[src/rtl/coin_feeder_if.sv]
// Coin feeder handshake bundle: raw coin lines and selection in, coin codes out.
interface coin_feeder_if #(
    parameter int DEPTH = 4
);
    localparam int LW = $clog2(DEPTH) + 1;

    logic          coin_nickel;
    logic          coin_dime;
    logic          coin_quarter;
    logic          sel_valid;
    logic [1:0]    sel_code;
    logic          vend_done;
    logic [2:0]    inp;
    logic [1:0]    product;
    logic          armed;
    logic          coin_reject;
    logic [LW-1:0] fifo_level;

    modport master (
        output coin_nickel, coin_dime, coin_quarter,
        output sel_valid, sel_code, vend_done,
        input  inp, product, armed, coin_reject, fifo_level
    );

    modport slave (
        input  coin_nickel, coin_dime, coin_quarter,
        input  sel_valid, sel_code, vend_done,
        output inp, product, armed, coin_reject, fifo_level
    );
endinterface

[src/rtl/coin_feeder.sv]
// Coin front-end: sync + edge detect, coin FIFO, product latch for the vending FSM.
// Optional idle auto-cancel in ARMED: define COIN_FEEDER_AUTO_CANCEL_EN.
module coin_feeder #(
    parameter int DEPTH       = 4,
    parameter int TIMEOUT_CYC = 1000
) (
    input logic         clk,
    input logic         rst,
    coin_feeder_if.slave bus
);
    localparam int AW = (DEPTH > 1) ? $clog2(DEPTH) : 1;
    localparam int LW = $clog2(DEPTH) + 1;

    typedef enum logic {IDLE, ARMED} state_e;

    state_e        state_q;
    logic [2:0]    s1_q, s2_q, s3_q;
    logic [2:0]    mem_q [DEPTH];
    logic [AW-1:0] wr_q, wr_d, rd_q, rd_d;
    logic [LW-1:0] cnt_q, cnt_d;
    logic [2:0]    inp_q;
    logic [1:0]    prod_q;
    logic          armed_q, rej_q;

    logic [2:0] raw, edge_w, code_w;
    logic       multi, single, full, empty;
    logic       push, pop, drop, flush;

    assign raw    = {bus.coin_quarter, bus.coin_dime, bus.coin_nickel};
    assign edge_w = s2_q & ~s3_q;
    assign multi  = (edge_w[0] & edge_w[1]) | (edge_w[0] & edge_w[2])
                  | (edge_w[1] & edge_w[2]);
    assign single = |edge_w & ~multi;
    assign full   = cnt_q == LW'(DEPTH);
    assign empty  = cnt_q == '0;
    assign pop    = (state_q == ARMED) & ~empty;
    assign push   = single & ~full & ~flush;
    assign drop   = multi | (single & full);

    always_comb begin
        code_w = 3'd0;
        case (edge_w)
            3'b001:  code_w = 3'd1;
            3'b010:  code_w = 3'd2;
            3'b100:  code_w = 3'd5;
            default: code_w = 3'd0;
        endcase
    end

`ifdef COIN_FEEDER_AUTO_CANCEL_EN
    localparam int TW = $clog2(TIMEOUT_CYC + 1);
    logic [TW-1:0] tmo_q;
    // Idle cycles count up while armed; the last one cancels the purchase.
    assign flush = (state_q == ARMED) & ~pop
                 & (tmo_q == TW'(TIMEOUT_CYC - 1));
`else
    assign flush = 1'b0;
`endif

    always_comb begin
        wr_d  = wr_q;
        rd_d  = rd_q;
        cnt_d = cnt_q;
        if (flush) begin
            wr_d  = '0;
            rd_d  = '0;
            cnt_d = '0;
        end else begin
            if (push) wr_d = wr_q + AW'(1);
            if (pop)  rd_d = rd_q + AW'(1);
            case ({push, pop})
                2'b10:   cnt_d = cnt_q + LW'(1);
                2'b01:   cnt_d = cnt_q - LW'(1);
                default: cnt_d = cnt_q;
            endcase
        end
    end

    always_ff @(posedge clk) begin
        if (push) mem_q[wr_q] <= code_w;
    end

    always_ff @(posedge clk or negedge rst) begin
        if (!rst) begin
            state_q <= IDLE;
            s1_q    <= '0;
            s2_q    <= '0;
            s3_q    <= '0;
            wr_q    <= '0;
            rd_q    <= '0;
            cnt_q   <= '0;
            inp_q   <= '0;
            prod_q  <= '0;
            armed_q <= 1'b0;
            rej_q   <= 1'b0;
`ifdef COIN_FEEDER_AUTO_CANCEL_EN
            tmo_q   <= '0;
`endif
        end else begin
            s1_q  <= raw;
            s2_q  <= s1_q;
            s3_q  <= s2_q;
            wr_q  <= wr_d;
            rd_q  <= rd_d;
            cnt_q <= cnt_d;
            rej_q <= drop | flush;
            inp_q <= pop ? mem_q[rd_q] : 3'd0;
            unique case (state_q)
                IDLE: begin
                    if (bus.sel_valid) begin
                        state_q <= ARMED;
                        prod_q  <= bus.sel_code;
                        armed_q <= 1'b1;
                    end
`ifdef COIN_FEEDER_AUTO_CANCEL_EN
                    tmo_q <= '0;
`endif
                end
                ARMED: begin
                    if (flush || bus.vend_done) begin
                        state_q <= IDLE;
                        prod_q  <= 2'd0;
                        armed_q <= 1'b0;
                    end
`ifdef COIN_FEEDER_AUTO_CANCEL_EN
                    tmo_q <= pop ? '0 : tmo_q + TW'(1);
`endif
                end
                default: state_q <= IDLE;
            endcase
        end
    end

    assign bus.inp         = inp_q;
    assign bus.product     = prod_q;
    assign bus.armed       = armed_q;
    assign bus.coin_reject = rej_q;
    assign bus.fifo_level  = cnt_q;
endmodule

[src/flat_wrapper.sv]
// flat-port wrapper written by rule: the top's interface ports become plain ports
module coin_feeder_flat 
#(
    parameter int DEPTH       = 4,
    parameter int TIMEOUT_CYC = 1000
)
  (clk, rst, bus_coin_nickel, bus_coin_dime, bus_coin_quarter, bus_sel_valid, bus_sel_code, bus_vend_done, bus_inp, bus_product, bus_armed, bus_coin_reject, bus_fifo_level);
  coin_feeder_if #(.DEPTH(DEPTH)) bus_i ();
  input logic clk;
  input logic rst;
  input wire logic [$bits(bus_i.coin_nickel)-1:0] bus_coin_nickel;
  input wire logic [$bits(bus_i.coin_dime)-1:0] bus_coin_dime;
  input wire logic [$bits(bus_i.coin_quarter)-1:0] bus_coin_quarter;
  input wire logic [$bits(bus_i.sel_valid)-1:0] bus_sel_valid;
  input wire logic [$bits(bus_i.sel_code)-1:0] bus_sel_code;
  input wire logic [$bits(bus_i.vend_done)-1:0] bus_vend_done;
  output wire logic [$bits(bus_i.inp)-1:0] bus_inp;
  output wire logic [$bits(bus_i.product)-1:0] bus_product;
  output wire logic [$bits(bus_i.armed)-1:0] bus_armed;
  output wire logic [$bits(bus_i.coin_reject)-1:0] bus_coin_reject;
  output wire logic [$bits(bus_i.fifo_level)-1:0] bus_fifo_level;
  assign bus_i.coin_nickel = bus_coin_nickel;
  assign bus_i.coin_dime = bus_coin_dime;
  assign bus_i.coin_quarter = bus_coin_quarter;
  assign bus_i.sel_valid = bus_sel_valid;
  assign bus_i.sel_code = bus_sel_code;
  assign bus_i.vend_done = bus_vend_done;
  assign bus_inp = bus_i.inp;
  assign bus_product = bus_i.product;
  assign bus_armed = bus_i.armed;
  assign bus_coin_reject = bus_i.coin_reject;
  assign bus_fifo_level = bus_i.fifo_level;
  coin_feeder #(.DEPTH(DEPTH), .TIMEOUT_CYC(TIMEOUT_CYC)) u_core (.clk(clk), .rst(rst), .bus(bus_i));
endmodule
[config.mk]
export PLATFORM = sky130hd
export DESIGN_NAME = coin_feeder_flat
export DESIGN_NICKNAME = d
export VERILOG_FILES = /design/src/rtl/coin_feeder_if.sv /design/src/rtl/coin_feeder.sv /design/src/flat_wrapper.sv
export SDC_FILE = /design/constraint.sdc
export NUM_CORES = 1
export LEC_CHECK = 0
export CORE_MARGIN = 2
export CORE_UTILIZATION = 31
export DETAILED_ROUTE_END_ITERATION = 12
export HOLD_SLACK_MARGIN = 0.1
export PLACE_DENSITY = 0.55
export SLEW_MARGIN = 40
export SYNTH_ARGS = -nofsm -noshare
export SYNTH_HDL_FRONTEND = slang
export SYNTH_SLANG_ARGS = --single-unit
[constraint.sdc]
create_clock -name clk -period 1.9 [get_ports clk]
set_input_delay 0.57 -clock clk [delete_from_list [all_inputs] [get_ports clk]]
set_output_delay 0.57 -clock clk [all_outputs]
set_load 0.05 [all_outputs]
==> flow_summary.yaml, run 1 <==
global_route:
  grt_pass1_wl_um: 4181
  grt_pass1_vias: 928
  groute.usage.overall: 0.1077
  grt_overflow: 0
  antenna_found_initial: 0
  grt_max_degree: 25
timing:
  postLayoutSetupSlackWorst_ps: -125.9
  drv_slew: 0
  finalCritPeriodShare: 1.066
  worstMarginPinSlew_ps: 315.7
  setup_viol: 2
  finalHoldViolCount: 0
  fmax_mhz: 493.6
  slew_headroom: 0.7895
  layout_min_cycle_time_ps: 2026
  rsz0062_at_grt: "yes"
  fin_skew_ps: 4.286
  hold_ws_ps: 351.2
placed_design:
  hpwl_um: 1844
  numPortBuffers: 18
  placed_cell_area_mm2: 0.001798
  place_congestion: 0.6910
  place_inst: 178
clock_tree:
  path_clk_slew_ps: 70
  cts_num_sinks: 36
  clk_latency_ps: 290
  htreeDepth: 2
  clock_path_buffers: 2
  cts_tree: "yes"
  cts_root_buf: "clkbuf_8"
  cts_made_buffers: 5
  holdBufCountCts: 0
floorplan:
  fp-row-count: 25
  core-area_mm2: 0.004661
  die_h_um: 73.28
  dieArea_mm2: 0.005369
  io-pin-count: 19
  fp.dieW_um: 73.28
  start_util: 0.3192
layout:
  drive_above_1_share: 0.3630
  stdcell_area_mm2: 0.001932
  antennaDiodeCount: 0
  finalNetCount: 149
  area_delta_synth_final_pct: 29.86
  fin_util: 0.4145
  fin_cells: 189
yosys:
  synthesis.area_mm2: 0.001488
  synth-seq-cells: 36
  synth_nets: 114
  netlist_instances: 99
  ys_warn_count: 0
  ys_seq_area_frac: 0.6459
  yosysUniqueCellTypes: 33
  avgSynthCellArea_um2: 15.03
power:
  powerDensity_mw_per_mm2: 1521
  p_leak_nw: 0.8386
  total_power_w: 0.002938
  vdd_drop_max_v: 0.0005829
outcome:
  status: "finished with violations"
  failed_checks: "negative setup slack"
run:
  maxCapViolations: 0
min_path:
  hold_class: "register to register"
critical_path:
  worstPathArrival_ps: 2230
  crit_fanout: 3
  path_class: "register to register"
  start_kind: "register"
  reg2reg_slack_ps: -130
  crit_path_end_kind: "register"
  worstPathRequired_ps: 2110
drt:
  drtPass1Iterations: 4
  avgViaCountPerCell: 4.365
  postRouteAntennaNets: 0
  drt_iter0_drc: 38
  routedWlPerCell_um: 13.03
  routed_wl_um: 2462
  vias: 825
  remaining_drc_errors: 0
==> worst paths after layout <==
check / start / to / cells past startpoint
max: u_core.bus.fifo_level[0]$_DFFE_PN0P_ / u_core.bus.fifo_level[2]$_DFFE_PN0P_ / 10
min: u_core.s1_q[2]$_DFF_PN0_ / u_core.s2_q[2]$_DFF_PN0_ / 0
max reg2reg: u_core.bus.fifo_level[0]$_DFFE_PN0P_ / u_core.bus.fifo_level[2]$_DFFE_PN0P_ / 10
min reg2reg: u_core.s1_q[2]$_DFF_PN0_ / u_core.s2_q[2]$_DFF_PN0_ / 0
min in group asynchronous: rst / u_core.bus.fifo_level[2]$_DFFE_PN0P_ / 2
max in group asynchronous: rst / u_core.bus.fifo_level[1]$_DFFE_PN0P_ / 2
==> sequential cells by signal (all words and copies together) (netlist names) <==
register / cells
u_core.bus.inp: 3
u_core.mem_q: 12
u_core.s1_q: 3
u_core.s2_q: 3
u_core.bus.fifo_level: 3
u_core.bus.armed: 1
u_core.state_q: 1
u_core.s3_q: 3
u_core.bus.product: 2
u_core.bus.coin_reject: 1
u_core.rd_q: 2
u_core.wr_q: 2
==> stage by stage <==
| step | worst slack, ps | TNS [ps] |
|---|---|---|
| 3_5_place_dp | -150.4 | -169.9 |
| 5_1_grt | -204.0 | -288.1 |
| 2_1_floorplan | -262.6 | -409.2 |
| 6_report | -125.9 | -140.5 |
| 4_1_cts | -129.9 | -152.8 |
| 3_3_place_gp | -77.89 | -77.89 |
==> cell usage after synthesis <==
cell | n | share of area
xnor2_1 | 3 | 0.018
nand3_1 | 1 | 0.0034
inv_1 | 7 | 0.018
and2_1 | 7 | 0.029
and2b_2 | 1 | 0.0059
a21oi_1 | 1 | 0.0034
nand2_2 | 1 | 0.0042
fa_1 | 1 | 0.013
or2b_1 | 1 | 0.0050
edfxtp_1 | 12 | 0.24
nand2b_4 | 1 | 0.0092
buf_2 | 1 | 0.0034
or3b_4 | 1 | 0.0076
xnor2_2 | 1 | 0.011
inv_2 | 1 | 0.0025
mux2_4 | 1 | 0.010
o21ai_1 | 2 | 0.0067
nand2_1 | 4 | 0.010
mux2i_1 | 3 | 0.020
o21ai_0 | 1 | 0.0034
and3_1 | 1 | 0.0042
o22ai_1 | 1 | 0.0042
o21ai_4 | 1 | 0.011
nand4_2 | 1 | 0.0084
o31a_2 | 1 | 0.0067
ha_1 | 5 | 0.042
nor2_1 | 4 | 0.010
xor2_1 | 3 | 0.018
nor2b_1 | 2 | 0.0084
dfrtp_1 | 24 | 0.40
mux4_2 | 3 | 0.045
nand2b_2 | 1 | 0.0059
a2bb2oi_1 | 1 | 0.0059
==> cells in the final DEF, fill, tap and decap left out, types with 2 or more instances in the layout <==
| cell | n |
|---|---|
| edfxtp_1 | 12 |
| inv_2 | 2 |
| xor2_1 | 3 |
| clkbuf_8 | 5 |
| nor2b_1 | 2 |
| dfrtp_1 | 21 |
| mux4_2 | 3 |
| o21ai_1 | 2 |
| ha_1 | 4 |
| xnor2_1 | 3 |
| nor2_1 | 4 |
| nand2_1 | 4 |
| inv_1 | 6 |
| and2_1 | 7 |
| clkdlybuf4s50_1 | 8 |
| mux2i_1 | 3 |
| buf_4 | 21 |
| dfrtp_2 | 3 |
==> timing repair <==
item                                    4_1_cts  5_1_grt
pin swaps                                     3        0
gates resized for setup                       0        0
buffers inserted                              2        1
endpoints found under the setup margin        2        2
==> critical path, stage by stage, from the launching register on <==
cell,delay [ps]
dfrtp_2,400
or3b_4,430
nand4_4,90
o21ai_4,70
inv_2,60
ha_4,120
inv_2,30
fa_2,320
xor2_1,150
nor2_1,110
xor2_1,160
==> power by group <==
| group | total (W) | switching, W | internal, W |
|---|---|---|---|
| Clock | 0.000666 | 0.000277 | 0.000388 |
| Combinational | 0.00115 | 0.000638 | 0.000515 |
| Sequential | 0.00112 | 0.000121 | 0.000998 |
| Total | 0.00294 | 0.00104 | 0.00190 |
==> area by class of cell <==
cell class | instances | area [um2]
clock buffers | 5 | 68.82
clock inverters | 3 | 42.54
fillers | 429 | 2729
inverters | 8 | 30.03
multi-input cells | 54 | 520.5
flip-flops and latches | 36 | 964.7
well taps | 54 | 67.56
repair buffers | 29 | 237.7
==> kinds of logic (layout without fill, tap and decap cells) <==
family,Yosys count,in the layout,share of synthesized area
multiplexers,7,7,0.07569
buffers and inverters,9,45,0.02355
adder cells (fa/ha/maj),6,6,0.05551
AND/OR/NAND/NOR,26,26,0.1119
AO/OA/AOI/OAI,8,8,0.04121
flip-flops,36,36,0.6459
XOR/XNOR,7,7,0.04627
==> layer usage <==
layer	GRT usage	vias to the layer above	wire length, um
met5	0	-	0
met4	0.05144	0	56
met3	0.04527	6	93
met2	0.1792	16	1234
met1	0.1185	396	1078
li1	-	407	-
No activity file was read; power rests on OpenSTA's default activity.
==> run 2, diff against run 1 <==
CTS_CLUSTER_DIAMETER = 150   (was default)
==> results of run 2 <==
Same layout as run 1: the final DEF is identical, and so are final timing and power.
==> run 3, diff against run 2 <==
PLACE_DENSITY = 0.53   (was 0.55)
clock period = 2.55 ns   (was 1.9 ns; I/O delays follow)
==> run 3 against run 2 <==
Net effect:
- the flow now finishes without violations
- clock-buffer cell count did not move
- critical path depth is 9 lower
- setup slack better by 360 ps
- clock power fell by 26%
- combinational power decreased by 35%
- hold slack got worse by 0.96 ps
- critical path type is now register to output port
- highest routed layer unchanged
==> flow_summary.yaml, run 3 (synthesis results as in run 1) <==
critical_path:
  reg2reg_slack_ps: 320
  reg2reg_from: "u_core.bus.fifo_level[0]$_DFFE_PN0P_"
  path_buf_inv: 1
  slowest_stage: "clkdlybuf4s50_1"
  r2r_cells: 10
  path_class: "register to output port"
  r2r_end: "u_core.bus.fifo_level[2]$_DFFE_PN0P_"
  worstPathRequired_ps: 1790
  critical_path.top_delay_family: "buffers and inverters"
  start_kind: "register"
  path_depth: 1
  crit_fanout: 5
  worstPathArrival_ps: 1550
  path_cells: "clkdlybuf4s50_1"
  crit_path_end_kind: "output port"
  cp_slowest_stage_delay_ps: 830
placed_design:
  placed_cell_area_mm2: 0.001738
  hpwl_um: 1571
  place_congestion: 0.7204
  numPortBuffers: 18
floorplan:
  start_util: 0.3192
  die_h_um: 73.28
  dieArea_mm2: 0.005369
  core-area_mm2: 0.004661
  io-pin-count: 19
  fp.dieW_um: 73.28
  fp-row-count: 25
layout:
  finalNetCount: 139
  largest-register: "u_core.mem_q"
  largest_reg_flops: 12
  multi_input_area_um2: 491.7
  stdcell_area_mm2: 0.001849
  fillers: 436
  register_area_um2: 960.9
  antennaDiodeCount: 0
  area_delta_synth_final_pct: 24.31
  final_common_cell: "dfrtp_1"
  drive_above_1_share: 0.1840
  final_cell_mix: "24 x dfrtp_1, 18 x clkdlybuf4s50_1, 12 x edfxtp_1"
min_path:
  hold_depth: 0
  holdPathEnd: "u_core.s2_q[2]$_DFF_PN0_"
  min_from: "u_core.s1_q[2]$_DFF_PN0_"
  hold_class: "register to register"
timing:
  hold_ws_ps: 350.2
  fin_skew_ps: 6.809
  setup-tns-final_ps: 0
  rsz0062_at_grt: "no"
  finalCritPeriodShare: 0.9096
  finalHoldViolCount: 0
  fmax_mhz: 431.1
  drv_slew: 0
  layout_min_cycle_time_ps: 2320
  worstMarginPinSlew_ps: 516.5
  slew_headroom: 0.6546
  setup_viol: 0
power:
  powerDensity_mw_per_mm2: 1128
  p_leak_nw: 0.7786
  vdd_drop_max_v: 0.0003369
drt:
  drtPass1Iterations: 2
  avgViaCountPerCell: 4.458
  postRouteAntennaNets: 0
  routedWlPerCell_um: 12.08
  vias: 798
  routed_wl_um: 2162
  drt_iter0_drc: 18
  remaining_drc_errors: 0
outcome:
  status: "complete, no violations"
clock_tree:
  holdBufCountCts: 0
  htreeDepth: 2
  path_clk_slew_ps: 80
  clock_path_buffers: 2
  cts_made_buffers: 5
  post_cts_buffers: 0
  clk_latency_ps: 290
  cts_tree: "yes"
  cts_root_buf: "clkbuf_8"
  ctsResizeCount: 0
  cts_num_sinks: 36
global_route:
  grt_pass1_vias: 816
  antenna_found_initial: 0
  grt_overflow: 0
  groute.usage.overall: 0.09750
  grt_pass1_wl_um: 3822
  grt_max_degree: 25
run:
  maxCapViolations: 0
## run 3: cell types whose count changed in the layout (fill, tap and decap cells not counted), sizes merged
| cell | before | now |
|---|---|---|
| buf | 21 | 1 |
| clkdlybuf4s50 | 8 | 18 |
## run 3: final cells by class
| type | instances | share of cell area |
|---|---|---|
| clock buffers | 5 | 0.03721 |
| well taps | 54 | 0.03654 |
| clock inverters | 3 | 0.02300 |
| multi-input cells | 54 | 0.2659 |
| repair buffers | 19 | 0.1015 |
| flip-flops and latches | 36 | 0.5196 |
| inverters | 8 | 0.01624 |
## run 3: how the worst max path moves through the flow
stage                                                      end                            startpoint  slack, ps
after floorplan           u_core.bus.fifo_level[2]$_DFFE_PN0P_  u_core.bus.fifo_level[2]$_DFFE_PN0P_        170
after detailed placement  u_core.bus.fifo_level[2]$_DFFE_PN0P_  u_core.bus.fifo_level[0]$_DFFE_PN0P_        330
final                                        bus_fifo_level[0]  u_core.bus.fifo_level[0]$_DFFE_PN0P_        230
after global placement    u_core.bus.fifo_level[2]$_DFFE_PN0P_  u_core.bus.fifo_level[0]$_DFFE_PN0P_        400
after CTS                                    bus_fifo_level[0]  u_core.bus.fifo_level[0]$_DFFE_PN0P_        210
after global routing                         bus_fifo_level[0]  u_core.bus.fifo_level[0]$_DFFE_PN0P_        170
## run 3: metrics by stage
stage | utilization | std cells | power [W] | setup slack, ps
2_1_floorplan | - | 99 | 0.001399 | 165.5
3_3_place_gp | 0.3729 | 171 | 0.001602 | 398.3
3_5_place_dp | 0.3729 | 171 | 0.001616 | 326.9
4_1_cts | 0.3968 | 179 | 0.002117 | 210.5
5_1_grt | 0.3968 | 179 | 0.002225 | 170.4
6_report | 0.3968 | 179 | 0.002085 | 230.5
## run 3: layer usage
metal	wire [um]	share of wire	track usage	vias up
met5	0	0	0	-
met4	42	0.019	0.04321	0
met3	128	0.059	0.04252	5
met2	1035	0.48	0.1532	21
met1	956	0.44	0.1158	386
li1	-	-	-	386
## run 3: where the power goes
group          internal, W  switching (W)
combinational     0.000328       0.000422
clock             0.000289       0.000204
sequential        0.000739       0.000103
